$ cat config.mk
export PLATFORM = sky130hd
export DESIGN_NAME = bsg_chip_io_link_reset_sequencer
export DESIGN_NICKNAME = d
export VERILOG_FILES = /design/src/rtl/bsg_chip_io_link_reset_sequencer.sv
export SDC_FILE = /design/constraint.sdc
export NUM_CORES = 1
export LEC_CHECK = 0
export CAP_MARGIN = 0
export CORE_MARGIN = 2
export CORE_UTILIZATION = 50
export DETAILED_ROUTE_END_ITERATION = 8
export DONT_BUFFER_PORTS = 1
export PLACE_DENSITY = 0.68
export SYNTH_ARGS = -nofsm -noshare
export SYNTH_HDL_FRONTEND = slang
export SYNTH_SLANG_ARGS = --single-unit
$ cat constraint.sdc
create_clock -name clk_i -period 1.7 [get_ports clk_i]
set_input_delay 0.34 -clock clk_i [delete_from_list [all_inputs] [get_ports clk_i]]
set_output_delay 0.34 -clock clk_i [all_outputs]
set_load 0.005 [all_outputs]
$ cat src/rtl/bsg_chip_io_link_reset_sequencer.sv
// +----------------------------------------------------------------------------+
// | bsg_chip_io_link_reset_sequencer: ordered reset bring-up for one IO link pod |
// | Revision: 1.0                                                              |
// +----------------------------------------------------------------------------+
`default_nettype none

`ifndef BSG_SAFE_CLOG2
`define BSG_SAFE_CLOG2(x) (((x) <= 1) ? 1 : $clog2(x))
`endif

module bsg_chip_io_link_reset_sequencer #(
  parameter int step_cycles_p = 16
) (
  input  logic clk_i,
  input  logic reset_i,
  input  logic start_i,
  input  logic hold_i,
  output logic io_up_link_reset_o,
  output logic io_down_link_reset_o,
  output logic async_token_reset_o,
  output logic core_up_link_reset_o,
  output logic core_down_link_reset_o,
  output logic ct_reset_o,
  output logic fifo_reset_o,
  output logic busy_o,
  output logic done_o
);

  localparam int lg_step_cycles_lp = `BSG_SAFE_CLOG2(step_cycles_p);
  localparam logic [lg_step_cycles_lp-1:0] step_load_lp = lg_step_cycles_lp'(step_cycles_p - 1);

  typedef enum logic [3:0] {
    IDLE      = 4'd0,
    ASSERT    = 4'd1,
    TOKEN     = 4'd2,
    TOKEN_CLR = 4'd3,
    IO_UP     = 4'd4,
    IO_DOWN   = 4'd5,
    CORE_LINK = 4'd6,
    CT        = 4'd7,
    FIFO      = 4'd8,
    DONE      = 4'd9
  } state_e;

  state_e state_q, state_d, state_next;
  logic [lg_step_cycles_lp-1:0] cnt_q, cnt_d;

  logic io_up_q, io_down_q, token_q, core_up_q, core_down_q, ct_q, fifo_q, busy_q, done_q;
  logic io_up_d, io_down_d, token_d, core_up_d, core_down_d, ct_d, fifo_d, busy_d, done_d;

  always_comb begin
    state_next = state_q;
    case (state_q)
      ASSERT:    state_next = TOKEN;
      TOKEN:     state_next = TOKEN_CLR;
      TOKEN_CLR: state_next = IO_UP;
      IO_UP:     state_next = IO_DOWN;
      IO_DOWN:   state_next = CORE_LINK;
      CORE_LINK: state_next = CT;
      CT:        state_next = FIFO;
      FIFO:      state_next = DONE;
      default:   state_next = state_q;
    endcase
  end

  // start_i wins over hold_i and over the step advance
  always_comb begin
    state_d = state_q;
    cnt_d   = cnt_q;
    if (start_i) begin
      state_d = ASSERT;
      cnt_d   = step_load_lp;
    end else if (state_q != IDLE && state_q != DONE && !hold_i) begin
      if (cnt_q == '0) begin
        state_d = state_next;
        cnt_d   = step_load_lp;
      end else begin
        cnt_d = cnt_q - 1'b1;
      end
    end
  end

  // Outputs are decoded from the next state and registered, so they track state_q
  always_comb begin
    io_up_d     = state_d inside {IDLE, ASSERT, TOKEN, TOKEN_CLR};
    io_down_d   = state_d inside {IDLE, ASSERT, TOKEN, TOKEN_CLR, IO_UP};
    core_up_d   = state_d inside {IDLE, ASSERT, TOKEN, TOKEN_CLR, IO_UP, IO_DOWN};
    core_down_d = core_up_d;
    ct_d        = state_d inside {IDLE, ASSERT, TOKEN, TOKEN_CLR, IO_UP, IO_DOWN, CORE_LINK};
    fifo_d      = state_d inside {IDLE, ASSERT, TOKEN, TOKEN_CLR, IO_UP, IO_DOWN, CORE_LINK, CT};
    token_d     = (state_d == TOKEN);
    busy_d      = (state_d != IDLE) && (state_d != DONE);
    done_d      = (state_d == DONE);
  end

  always_ff @(posedge clk_i or posedge reset_i) begin
    if (reset_i) begin
      state_q     <= IDLE;
      cnt_q       <= '0;
      io_up_q     <= 1'b1;
      io_down_q   <= 1'b1;
      token_q     <= 1'b0;
      core_up_q   <= 1'b1;
      core_down_q <= 1'b1;
      ct_q        <= 1'b1;
      fifo_q      <= 1'b1;
      busy_q      <= 1'b0;
      done_q      <= 1'b0;
    end else begin
      state_q     <= state_d;
      cnt_q       <= cnt_d;
      io_up_q     <= io_up_d;
      io_down_q   <= io_down_d;
      token_q     <= token_d;
      core_up_q   <= core_up_d;
      core_down_q <= core_down_d;
      ct_q        <= ct_d;
      fifo_q      <= fifo_d;
      busy_q      <= busy_d;
      done_q      <= done_d;
    end
  end

  assign io_up_link_reset_o     = io_up_q;
  assign io_down_link_reset_o   = io_down_q;
  assign async_token_reset_o    = token_q;
  assign core_up_link_reset_o   = core_up_q;
  assign core_down_link_reset_o = core_down_q;
  assign ct_reset_o             = ct_q;
  assign fifo_reset_o           = fifo_q;
  assign busy_o                 = busy_q;
  assign done_o                 = done_q;

endmodule

`default_nettype wire

Word-level counts from Yosys, hierarchy flattened
Index checks and enable logic that the tools add are counted.
Storage, ports and cells
  register bits: 16
  bits of input ports: 4
  output and inout port bits: 9
  word-level logic and storage cells: 50
Operators by class
  add/sub/neg operators: 1
  equal/unequal tests: 18
  mux-type cells: 7
  reduce and logical (&&, ||, !) cells: 14
Operators by type and width (count)
  $eq A4 B3 Y1 const B: 8
  $pmux W4 S8: 1
  $mux W4: 6
  $eq A4 B2 Y1 const B: 4
  $reduce_bool A4 Y1: 3
  $eq A4 B1 Y1 const B: 2
  $eq A4 B4 Y1 const B: 2
  $logic_not A4 Y1: 2
  $ne A4 B4 Y1 const B: 2
  $reduce_bool A8 Y1: 1
  $reduce_bool A7 Y1: 1
  $reduce_bool A6 Y1: 1
  $reduce_bool A5 Y1: 1
  $sub A4 B1 Y4 const B: 1
  $logic_and A1 B1 Y1: 3
  $reduce_bool A2 Y1: 1
  $logic_not A1 Y1: 1

Depth between registers and ports, before layout
  depth after elaboration: 7
  mapped depth: 5
  gate-level depth less buffers: 5

Least setup slack after synthesis
No wires, ideal clock.
  path kind: reg2reg
  start: register cnt_q[0]
  end: register state_q[1]
  setup time: 78 ps
  arrival time: 1562 ps
  required time: 1622 ps
  setup slack: 61 ps
  cell stages (with the launch flop): 6
  buffers on the path: 0
  clock period less this slack: 1639 ps
  cells stage by stage: dfrtp_1 inv_1 ha_1 or4b_4 or3_1 a21oi_1
Between the ends
  cells in the longest elaborated chain, start to end: 4
RTL lines
  from (decl): RTL line 46  | logic [lg_step_cycles_lp-1:0] cnt_q, cnt_d;
  from (signal assigned): RTL line 111  | cnt_q <= cnt_d;
  $logic_not A4 Y1: RTL line 74  | if (cnt_q == '0) begin
  $mux W4: RTL line 74
  $mux W4: RTL line 73  | end else if (state_q != IDLE && state_q != DONE && !hold_i) begin
  $mux W4: RTL line 70  | if (start_i) begin
  via state_d[1]: RTL line 45  | state_e state_q, state_d, state_next;
  to (signal assigned): RTL line 110  | state_q <= state_d;
  to (decl): RTL line 45
The timed path passes the listed nets, and every way through them passes these cells.
A chain may end at the register's enable or synchronous reset.

Worst setup path after layout
Ends and elaborated chain as after synthesis.

==> flow_metrics.tcl <==
set metrics [dict create \
    holdWs_ns -0.0141 \
    firstDrtPassIters 4 \
    combPwrFrac 0.078 \
    numClockSinks 16 \
    crit_fanout 5 \
    grt_overflow 0 \
    yosys.area.top_type "dfrtp_1" \
    drc 0 \
    start_kind "register" \
    clk_pin_slew_ns 0.09 \
    synth_edf_count 0 \
    slew_violations 0 \
    worst_slew_pin_slew_ns 0.585 \
    ys_top_cells_by_area "dfrtp_1 (32%), dfstp_2 (15%), nor2_1 (3.9%), mux2i_1 (3.5%), inv_1 (3.1%)" \
    portBuffers 0 \
    rr_startpoint "cnt_q[0]" \
    max_freq_ghz 0.611 \
    cts_buffer_depth 2 \
    dr.first_iter.drc_count 22 \
    status "complete, but fails checks" \
    grt_pass1_wl_mm 2.95 \
    insertedDiodeCount 0 \
    num_rows 14 \
    fin_crit_ns 1.64 \
    coreArea_mm2 0.00156 \
    min_period_over_period 0.963 \
    place_inst 101 \
    synth_cell_types 35 \
    setup_viol 0 \
    ir_drop_mv 0.364 \
    crit_arrival_ns 1.87 \
    critPathRequiredTime_ns 1.93 \
    wl_per_cell_um 16.6 \
    r2r_cells 5 \
    yosys_warnings 0 \
    stdcell_count 107 \
    ys_seq_area_frac 0.473 \
    relSlewSlack 0.610 \
    leakage_uw 0.000402 \
    cts_tree "yes" \
    grt_max_degree 17 \
    start_util 0.551 \
    grt_pass1_vias 629 \
    synth_seq_cells 16 \
    die-area_mm2 0.00207 \
    synth_cells 84 \
    p_clk_frac 0.365 \
    synth_area_um2 860 \
    synth_top_flop_cell "dfrtp_1" \
    num_vias 667 \
    totalWireLength_mm 1.77 \
    antenna_found_initial 0 \
    die_y_um 45.5 \
    synth_nets 90 \
    synth_common_cells "dfrtp_1 (11), nor2_1 (9), inv_1 (7)" \
    power_frac_seq 0.557 \
    fin_tns_setup_ns 0 \
    die_w_um 45.5 \
    final_hold_viol_count 11 \
    hold_path.class "input pin to asynchronous set/reset pin" \
    cp-startpoint "cnt_q[0]" \
    grtUsageTotal 0.203 \
    clk_latency_ns 0.29 \
    netlist.area_leader.share 0.320 \
    drive_gt1_frac 0.319 \
    numCtsBuffers 3 \
    finalClockSkew_ns 0.000542 \
    cts_max_level 1 \
    nNetsFinal 98 \
    max-cap-violations 0 \
    violations "negative hold slack" \
    async_flop_share 1.00 \
    routed_via_density 6.23 \
    sw_frac_of_total 0.226 \
    cts_hold_buf 0 \
    cp-end-kind "register" \
    syn2layout_area_growth_pct 13.0 \
    r2r_setup_slack_ns 0.06 \
    ant_nets 0 \
    intPower_uw 540 \
    ioPinCount 13 \
    power_density_mw_per_mm2 719 \
    root_buffer "clkbuf_4" \
    r2r_end "state_q[1]" \
    path_class "register to register" \
    synth.most_common_cell "dfrtp_1" \
    dpl.hpwl_mm 1.15 \
    power_switching_uw 158 \
    place_congestion 0.796 \
    grt_setup_unrepaired "false" \
    syn_avg_cell_area_um2 10.2 \
]
==> kinds of logic (layout without fill, tap and decap cells) <==
| kind of cell | after synthesis | count (layout) | share of synthesized area |
|---|---|---|---|
| buffers and inverters | 12 | 19 | 0.0670 |
| DFF | 16 | 16 | 0.473 |
| xor gates and xnor gates | 1 | 1 | 0.0102 |
| AOI/OAI and AO/OA | 22 | 22 | 0.185 |
| muxes | 3 | 3 | 0.0349 |
| and+or+nand+nor | 28 | 28 | 0.201 |
| adders and majority gates | 2 | 2 | 0.0291 |
==> area by class of cell <==
type	count	area (um^2)
Clock buffer	4	36.3
Timing Repair Buffer	8	60.1
Multi-Input combinational cell	56	422
Sequential cell	16	407
Fill cell	123	588
Inverter	7	26.3
Tap cell	16	20.0
==> worst max path at each step <==
stage	to	slack [ns]
final	state_q[1]	0.06
after global routing	state_q[1]	0.02
after CTS	state_q[1]	0.02
after detailed placement	state_q[1]	0.05
after global placement	state_q[1]	0.1
after floorplan	state_q[1]	0.06
==> metrics by stage <==
step / power [uW] / util / setup slack (ns) / area [um^2] / hold slack [ns]
finish: 698 / 0.623 / 0.0634 / 971 / -0.0141
global route: 731 / 0.623 / 0.0154 / 971 / 0.0293
CTS: 697 / 0.596 / 0.0189 / 930 / 0.00474
detailed placement: 441 / 0.573 / 0.0457 / 893 / 0.327
global placement: 441 / 0.573 / 0.0966 / 893 / 0.323
floorplan: 428 / - / 0.0606 / 860 / 0.250
==> what timing repair did <==
item	4_1_cts	5_1_grt
gates resized for setup	0	7
endpoints found under the hold margin	0	0
endpoints found under the setup margin	0	6
buffers inserted	0	2
==> worst max-delay path, stage by stage (launching register included) <==
cell and delay [ns]:
dfrtp_1 0.40, inv_2 0.09, ha_4 0.14, or4b_4 0.49, or3_1 0.34, a21oi_2 0.12
==> cell usage in the layout, fill, tap and decap left out, types with 2 or more instances in the layout <==
cell type,instances
o21ai_0,4
or2_2,3
inv_1,5
buf_4,8
a211o_1,2
nand3b_1,2
dfrtp_1,11
nand2_1,4
inv_2,2
mux2i_1,3
nor2b_1,2
clkbuf_4,3
o211ai_1,2
a21oi_1,2
nor2_1,9
a32oi_1,2
dfstp_2,5
==> layer usage <==
metal  track usage  share of wire
met1         0.269           0.48
met2         0.299           0.47
met3        0.0397          0.031
met4         0.129          0.023
met5             0              0
==> power groups by stage <==
stage	clock (uW)	combinational, uW	sequential (uW)
floorplan	0	31.5	397
global placement	0	45.7	395
detailed placement	0	46.2	395
CTS	262	46.6	388
global route	280	61.4	390
finish	255	54.5	389
==> sequential cells by signal, summed over array words and instances (netlist names) <==
register,flops
io_down_link_reset_o,1
io_up_link_reset_o,1
async_token_reset_o,1
ct_reset_o,1
done_o,1
core_down_link_reset_o,1
busy_o,1
cnt_q,4
fifo_reset_o,1
state_q,4
Power figures use the tool's default switching activity.
